--- src/rtl/dbus_bridge.sv ---
// Data-side bus bridge: turns MEM's one-cycle request into an ack-terminated bus transaction.
// Optional watchdog abort is enabled by defining DBUS_TIMEOUT_EN.
module dbus_bridge #(
    parameter int TIMEOUT_CYCLES = 255,
    parameter int CNT_W          = 8
) (
    input  logic        clk,
    input  logic        rst,
    input  logic        cpu_ce_i,
    input  logic        cpu_we_i,
    input  logic [31:0] cpu_addr_i,
    input  logic [3:0]  cpu_sel_i,
    input  logic [31:0] cpu_data_i,
    output logic [31:0] cpu_data_o,
    output logic        stall_req_o,
    input  logic        stall_i,
    input  logic        flush_i,
    output logic        bus_req_o,
    output logic        bus_we_o,
    output logic [31:0] bus_addr_o,
    output logic [3:0]  bus_sel_o,
    output logic [31:0] bus_wdata_o,
    input  logic [31:0] bus_rdata_i,
    input  logic        bus_ack_i,
    output logic        bus_err_o
);

    typedef enum logic [1:0] {
        S_IDLE = 2'd0,
        S_BUSY = 2'd1,
        S_HOLD = 2'd2
    } state_e;

    state_e      state_q, state_d;
    logic        req_q, req_d;
    logic        we_q, we_d;
    logic [31:0] addr_q, addr_d;
    logic [3:0]  sel_q, sel_d;
    logic [31:0] wdata_q, wdata_d;
    logic [31:0] rd_buf_q, rd_buf_d;
    logic [31:0] cpu_data_s;
    logic        stall_req_s;
    logic        tmo_s;
    logic        err_d;

`ifdef DBUS_TIMEOUT_EN
    logic [CNT_W-1:0] cnt_q, cnt_d;
    logic             err_q;

    assign tmo_s     = (state_q == S_BUSY) && !bus_ack_i && (cnt_q == CNT_W'(TIMEOUT_CYCLES));
    assign bus_err_o = err_q;

    // Watchdog counter and the registered abort pulse.
    always_ff @(posedge clk) begin
        if (rst) begin
            cnt_q <= '0;
            err_q <= 1'b0;
        end else begin
            cnt_q <= cnt_d;
            err_q <= err_d;
        end
    end
`else
    localparam int unused_cfg = TIMEOUT_CYCLES + CNT_W;
    assign tmo_s     = 1'b0;
    assign bus_err_o = 1'b0;
`endif

    // State and latched bus request registers.
    always_ff @(posedge clk) begin
        if (rst) begin
            state_q  <= S_IDLE;
            req_q    <= 1'b0;
            we_q     <= 1'b0;
            addr_q   <= 32'h0;
            sel_q    <= 4'h0;
            wdata_q  <= 32'h0;
            rd_buf_q <= 32'h0;
        end else begin
            state_q  <= state_d;
            req_q    <= req_d;
            we_q     <= we_d;
            addr_q   <= addr_d;
            sel_q    <= sel_d;
            wdata_q  <= wdata_d;
            rd_buf_q <= rd_buf_d;
        end
    end

    // Next-state and combinational handshake outputs.
    always_comb begin
        state_d     = state_q;
        req_d       = req_q;
        we_d        = we_q;
        addr_d      = addr_q;
        sel_d       = sel_q;
        wdata_d     = wdata_q;
        rd_buf_d    = rd_buf_q;
        stall_req_s = 1'b0;
        cpu_data_s  = 32'h0;
        err_d       = 1'b0;
`ifdef DBUS_TIMEOUT_EN
        cnt_d       = cnt_q;
`endif
        case (state_q)
            S_IDLE: begin
                // An external stall does not block issue; HOLD prevents a reissue later.
                stall_req_s = cpu_ce_i & ~flush_i;
                if (cpu_ce_i && !flush_i) begin
                    state_d = S_BUSY;
                    req_d   = 1'b1;
                    we_d    = cpu_we_i;
                    addr_d  = {cpu_addr_i[31:2], 2'b00};
                    sel_d   = cpu_sel_i;
                    wdata_d = cpu_data_i;
`ifdef DBUS_TIMEOUT_EN
                    cnt_d   = '0;
`endif
                end else begin
                    state_d = S_IDLE;
                end
            end
            S_BUSY: begin
                if (flush_i) begin
                    req_d   = 1'b0;
                    state_d = S_IDLE;
                end else if (bus_ack_i || tmo_s) begin
                    // Stores and aborts return zero to MEM.
                    cpu_data_s = (we_q || tmo_s) ? 32'h0 : bus_rdata_i;
                    rd_buf_d   = cpu_data_s;
                    req_d      = 1'b0;
                    err_d      = tmo_s;
                    state_d    = stall_i ? S_HOLD : S_IDLE;
                end else begin
                    stall_req_s = 1'b1;
`ifdef DBUS_TIMEOUT_EN
                    cnt_d       = cnt_q + CNT_W'(1);
`endif
                end
            end
            S_HOLD: begin
                cpu_data_s = rd_buf_q;
                if (flush_i || !stall_i) begin
                    state_d = S_IDLE;
                end else begin
                    state_d = S_HOLD;
                end
            end
            default: begin
                state_d = S_IDLE;
                req_d   = 1'b0;
            end
        endcase
    end

    assign cpu_data_o  = cpu_data_s;
    assign stall_req_o = stall_req_s;
    assign bus_req_o   = req_q;
    assign bus_we_o    = we_q;
    assign bus_addr_o  = addr_q;
    assign bus_sel_o   = sel_q;
    assign bus_wdata_o = wdata_q;

endmodule

--- config.mk ---
export PLATFORM = sky130hd
export DESIGN_NAME = dbus_bridge
export DESIGN_NICKNAME = d
export VERILOG_FILES = /design/src/rtl/dbus_bridge.sv
export SDC_FILE = /design/constraint.sdc
export NUM_CORES = 1
export LEC_CHECK = 0
export ABC_CLOCK_PERIOD_IN_PS = 3900
export CORE_ASPECT_RATIO = 1.5
export CORE_MARGIN = 2
export CORE_UTILIZATION = 30
export CTS_CLUSTER_SIZE = 25
export DETAILED_ROUTE_END_ITERATION = 12
export PLACE_DENSITY = 0.69
export SLEW_MARGIN = 30
export SYNTH_ARGS = -nofsm -noshare
export SYNTH_HDL_FRONTEND = slang
export SYNTH_SLANG_ARGS = --single-unit
export TNS_END_PERCENT = 20
--- constraint.sdc ---
create_clock -name clk -period 3.9 [get_ports clk]
set_clock_uncertainty 0.1 [all_clocks]
set_input_delay 0.585 -clock clk [delete_from_list [all_inputs] [get_ports clk]]
set_output_delay 0.585 -clock clk [all_outputs]
set_load 0.005 [all_outputs]
### Word level (Yosys, flattened, before mapping)

Cells that the tools add are included.

* multiplexer cells: 17
* reduce and logical (&&, ||, !) cells: 8
* eq/ne operators: 4
* bitwise logic cells: 3

Operators with widths (number)
* $mux W32: 3
* $pmux W32 S2: 1
* $mux W2: 4
* $mux W1: 6
* $pmux W2 S3: 1
* $reduce_and A3 Y1: 2
* $ne A3 B3 Y1 const B: 1
* $pmux W1 S3: 1
* $eq A2 B1 Y1 const B: 1
* $eq A2 B2 Y1 const B: 1
* $logic_not A1 Y1: 2
* $logic_not A2 Y1: 1
* $ne A2 B2 Y1 const B: 1
* $not A1 Y1: 2
* $pmux W1 S2: 1
* $reduce_and A2 Y1: 1
* $and A1 B1 Y1: 1
* $logic_and A1 B1 Y1: 1
* $logic_or A1 B1 Y1: 1

* logic and storage cells: 39
* output and inout port bits: 104
* bits of input ports: 107
* flip-flop bits (word level): 102

### Logic depth before layout (Yosys ltp)

* word-level depth: 4
* gate-level depth with buffers: 8
* gate-level depth less buffers: 5

### Worst setup path after synthesis

OpenSTA, ideal clock, no wires.

* path kind: register -> output
* start: reg state_q[0]
* end: out cpu_data_o[0]
* data arrival time: 1415 ps
* stages on the path, launching flop included: 7
* data required time: 3215 ps
* path buffers: 2
* slack: 1800 ps
* cell sequence: dfxtp_1 > inv_1 > ha_1 > and2_1 > clkbuf_1 > clkbuf_1 > a22o_1

* longest elaborated chain between the ends: 2
* elaborated cells on any way between the ends: 3
* those cells by class: eq/ne: 2; mux: 1

Ends and longest elaborated chain
* from (decl): line 34 `state_e state_q, state_d;`
* from (signal assigned): line 80 `state_q <= state_d;`
* $eq A2 B2 Y1 / $eq A2 B1 Y1 (equally long branches): line 105 `case (state_q)`
* $pmux W32 S2 *: line 105
* to (decl): line 14 `output logic [31:0] cpu_data_o,`

Every way passes the cells marked *; elsewhere a longest branch is shown, timed or not.

### Worst setup path in the final report

* start: in flush_i
* end: out cpu_data_o[18]

* longest elaborated chain between the ends: 2

Ends and longest elaborated chain
* from (decl): line 17 `input logic flush_i,`
* $mux W32: line 124 `if (flush_i) begin`
* $pmux W32 S2: line 105

No other way between the ends.

==> summary.txt <==
Outcome
  • Status: finished, final reports clean

Worst setup path
  • Reg2reg end: bus_addr_o[17]$_SDFFE_PP0P_
  • CP arrival: roughly 2.6 ns
  • Reg2Reg Setup Slack: ~1.7 ns
  • Crit path launch type: input port
  • CP Class: in -> out
  • Worst Path Required: between 3 and 4 ns
  • FF-to-FF Start: state_q[0]$_SDFFE_PP0P_
  • CP Capture Type: output pin
  • Worst reg-to-reg path cell count: 6
  • Largest fanout on the critical path: 32

CTS
  • CTS H-tree lvls: 3
  • Deepest clock path buffer count: 2
  • Hold Buf Count CTS: 0
  • CTS tree: done
  • Resize count post-CTS: 0
  • Inserted Clock Buffers: 9
  • Worst skew pair latency: about 0.33 ns
  • Clock Root Buffer: clkbuf_16
  • Setup Buffers After CTS: 0
  • Clock slew at reported path FFs: around 0.07 ns
  • CTS sink cnt: about 100

Routing
  • DR WL/cell: 14.3 µm
  • Antenna Nets Post-Route: 0
  • 1st-pass router iterations: 5
  • Total wire length: approximately 12,000 µm
  • Post-route DRC violation count: 0
  • Initial DRC count: approximately 120
  • Via count: approximately 4,000
  • Vias/cell: roughly 4.8

Synthesis
  • Post-synth EDFFs: 0
  • Dominant cell type by area after synthesis: dfxtp_1
  • Yosys Warn Count: 0
  • Most common library cells after synthesis: nand2_1, dfxtp_1, a21oi_1, nand3b_1, a22o_1
  • #FFs+latches synth: 102
  • Seq/Total Area, Yosys: 0.493
  • Gate count of the mapped netlist: around 500
  • Share of the synthesized area in the top cell type: 0.493
  • Top FF cell, synth: dfxtp_1
  • Top-count cell post-synth: nand2_1
  • Top post-synthesis cells by area: dfxtp_1, nand2_1, a21oi_1, a22o_1, nand3b_1
  • Synth unique cells: 24
  • Async S/R FF share, synth: 0
  • Synthesized area per cell: 8.24 µm²
  • Post-Syn Area: roughly 4100 µm²

Finish
  • Nets: roughly 790
  • P&R area growth vs syn: 56.7%
  • N_diodes: 0
  • Share of cells above drive strength 1: 0.0408
  • Layout fillers: roughly 1,300

Floorplanning
  • Die W: 100 µm
  • # rows: 52
  • Chip Height: 148 µm
  • Die area: 14,800 µm²
  • Io pins: around 210
  • Core Area: 13,500 µm²
  • Initial Utilization: 0.308

Min path
  • Min-delay worst type: reg -> reg
  • Hold Path End: bus_sel_o[0]$_SDFFE_PP0P_
  • Hold_sp: bus_sel_o[0]$_SDFFE_PP0P_
  • Min-Delay Path Depth: 2

STA
  • Final TNS setup: 0 ns
  • RSZ-0062 raised after global routing: no
  • Final hold violation count: 0
  • Fmax: between 300 and 400 MHz
  • Worst slew margin: 0.425
  • Worst hold margin: ~0.35 ns
  • Worst-Margin Slew: 0.860 ns
  • Fin crit share: 0.837
  • # setup viols final: 0
  • Final period demand of the worst path: between 3 and 4 ns
  • Slew Limit Fails: 0

Global route
  • Pin count of the biggest net entering global routing: 104
  • First-pass GRT wire length: 19,300 µm
  • Vias in the first global route: about 4,000
  • Initial antenna violation count: 0
  • Global Route Usage Sum: 0.161
  • Remaining global-route overflow: 0

Place
  • Port Buffer Count: 205
  • DP HPWL: between 8000 and 9000 µm
  • GPL Wtd Cong: between 0.7 and 0.8

Power
  • P_leak: 0.00226 µW
  • Power per cell area: 342 nW/µm²
  • Max VDD drop: between 0.2 and 0.25 mV

Flow run
  • MaxCap Viol Count: 0
[worst max-delay path, cell delays in order]
cell and delay (ns):
clkdlybuf4s50_1 0.54, nand3b_4 0.23, nor3b_4 0.18, buf_4 0.33, a22o_1 0.20, clkdlybuf4s50_1 0.51
[through the flow]
stage	power, µW	instances	worst slack (ns)	utilization	cell area, µm²
after floorplan	1220	505	1.80	-	4150
after global placement	1410	833	0.667	0.462	6220
after detailed placement	1420	833	0.636	0.462	6230
after CTS	2250	848	0.629	0.482	6490
after global routing	2320	848	0.533	0.482	6490
final	2220	848	0.636	0.482	6490
[where the power goes]
group / internal, µW / total (µW) / switching, µW
sequential: 1080 / 1100 / 19.3
combinational: 182 / 298 / 116
clock: 432 / 823 / 391
total: 1690 / 2220 / 526
[logic make-up after synthesis]
logic type	count (synthesis)	share of synthesized area
fa+ha+maj	4	0.0121
flops	102	0.493
simple gates	212	0.242
other cells	1	0.000905
compound gates	135	0.194
buf+inv	49	0.0586
[placed cells by master, fill, tap and decap left out]
cell type and count:
a211oi_2 1, a21oi_1 100, a22o_1 32, and2_1 1, and3b_2 2, buf_4 7
buf_6 1, clkbuf_1 1, clkbuf_16 9, clkdlybuf4s50_1 204, clkinv_2 2, clkinvlp_4 1
conb_1 3, dfxtp_1 102, ha_1 4, inv_1 3, inv_6 2, nand2_1 167
nand3b_1 34, nand3b_4 1, nor3_1 1, nor3b_4 2, nor4b_1 1, o21ai_0 2
or2_1 1, or3_1 1, or4b_1 1
[routing by layer]
layer	routed length (µm)	GRT usage	up-vias
met5	0	0	-
met4	331	0.0699	0
met3	776	0.0421	22
met2	6040	0.277	157
met1	4970	0.186	1871
li1	-	-	2041
[cell type report]
class	count	area [µm²]	area share
clock inverter	5	35.0	0.00540
tap	162	203	0.0312
timing repair buffer	212	2110	0.324
multi-input combinational	354	1870	0.288
clock buffer	10	229	0.0353
sequential	102	2040	0.315
inverter	3	11.3	0.00173
[worst max-delay path by stage]
stage / start / end / slack (ns) / cells after the start
CTS: flush_i / cpu_data_o[28] / 0.63 / 6
global placement: flush_i / cpu_data_o[30] / 0.67 / 6
finish: flush_i / cpu_data_o[18] / 0.64 / 6
global route: flush_i / cpu_data_o[20] / 0.53 / 6
floorplan: state_q[0]$_SDFFE_PP0P_ / cpu_data_o[0] / 1.80 / 6
detailed placement: flush_i / cpu_data_o[28] / 0.64 / 6
[flip-flops by register name, indices dropped and copies added, names as in the netlist]
name,cells
bus_wdata_o,32
bus_we_o,1
rd_buf_q,32
bus_sel_o,4
bus_addr_o,30
bus_req_o,1
state_q,2
(Power assumes the default switching activity.)
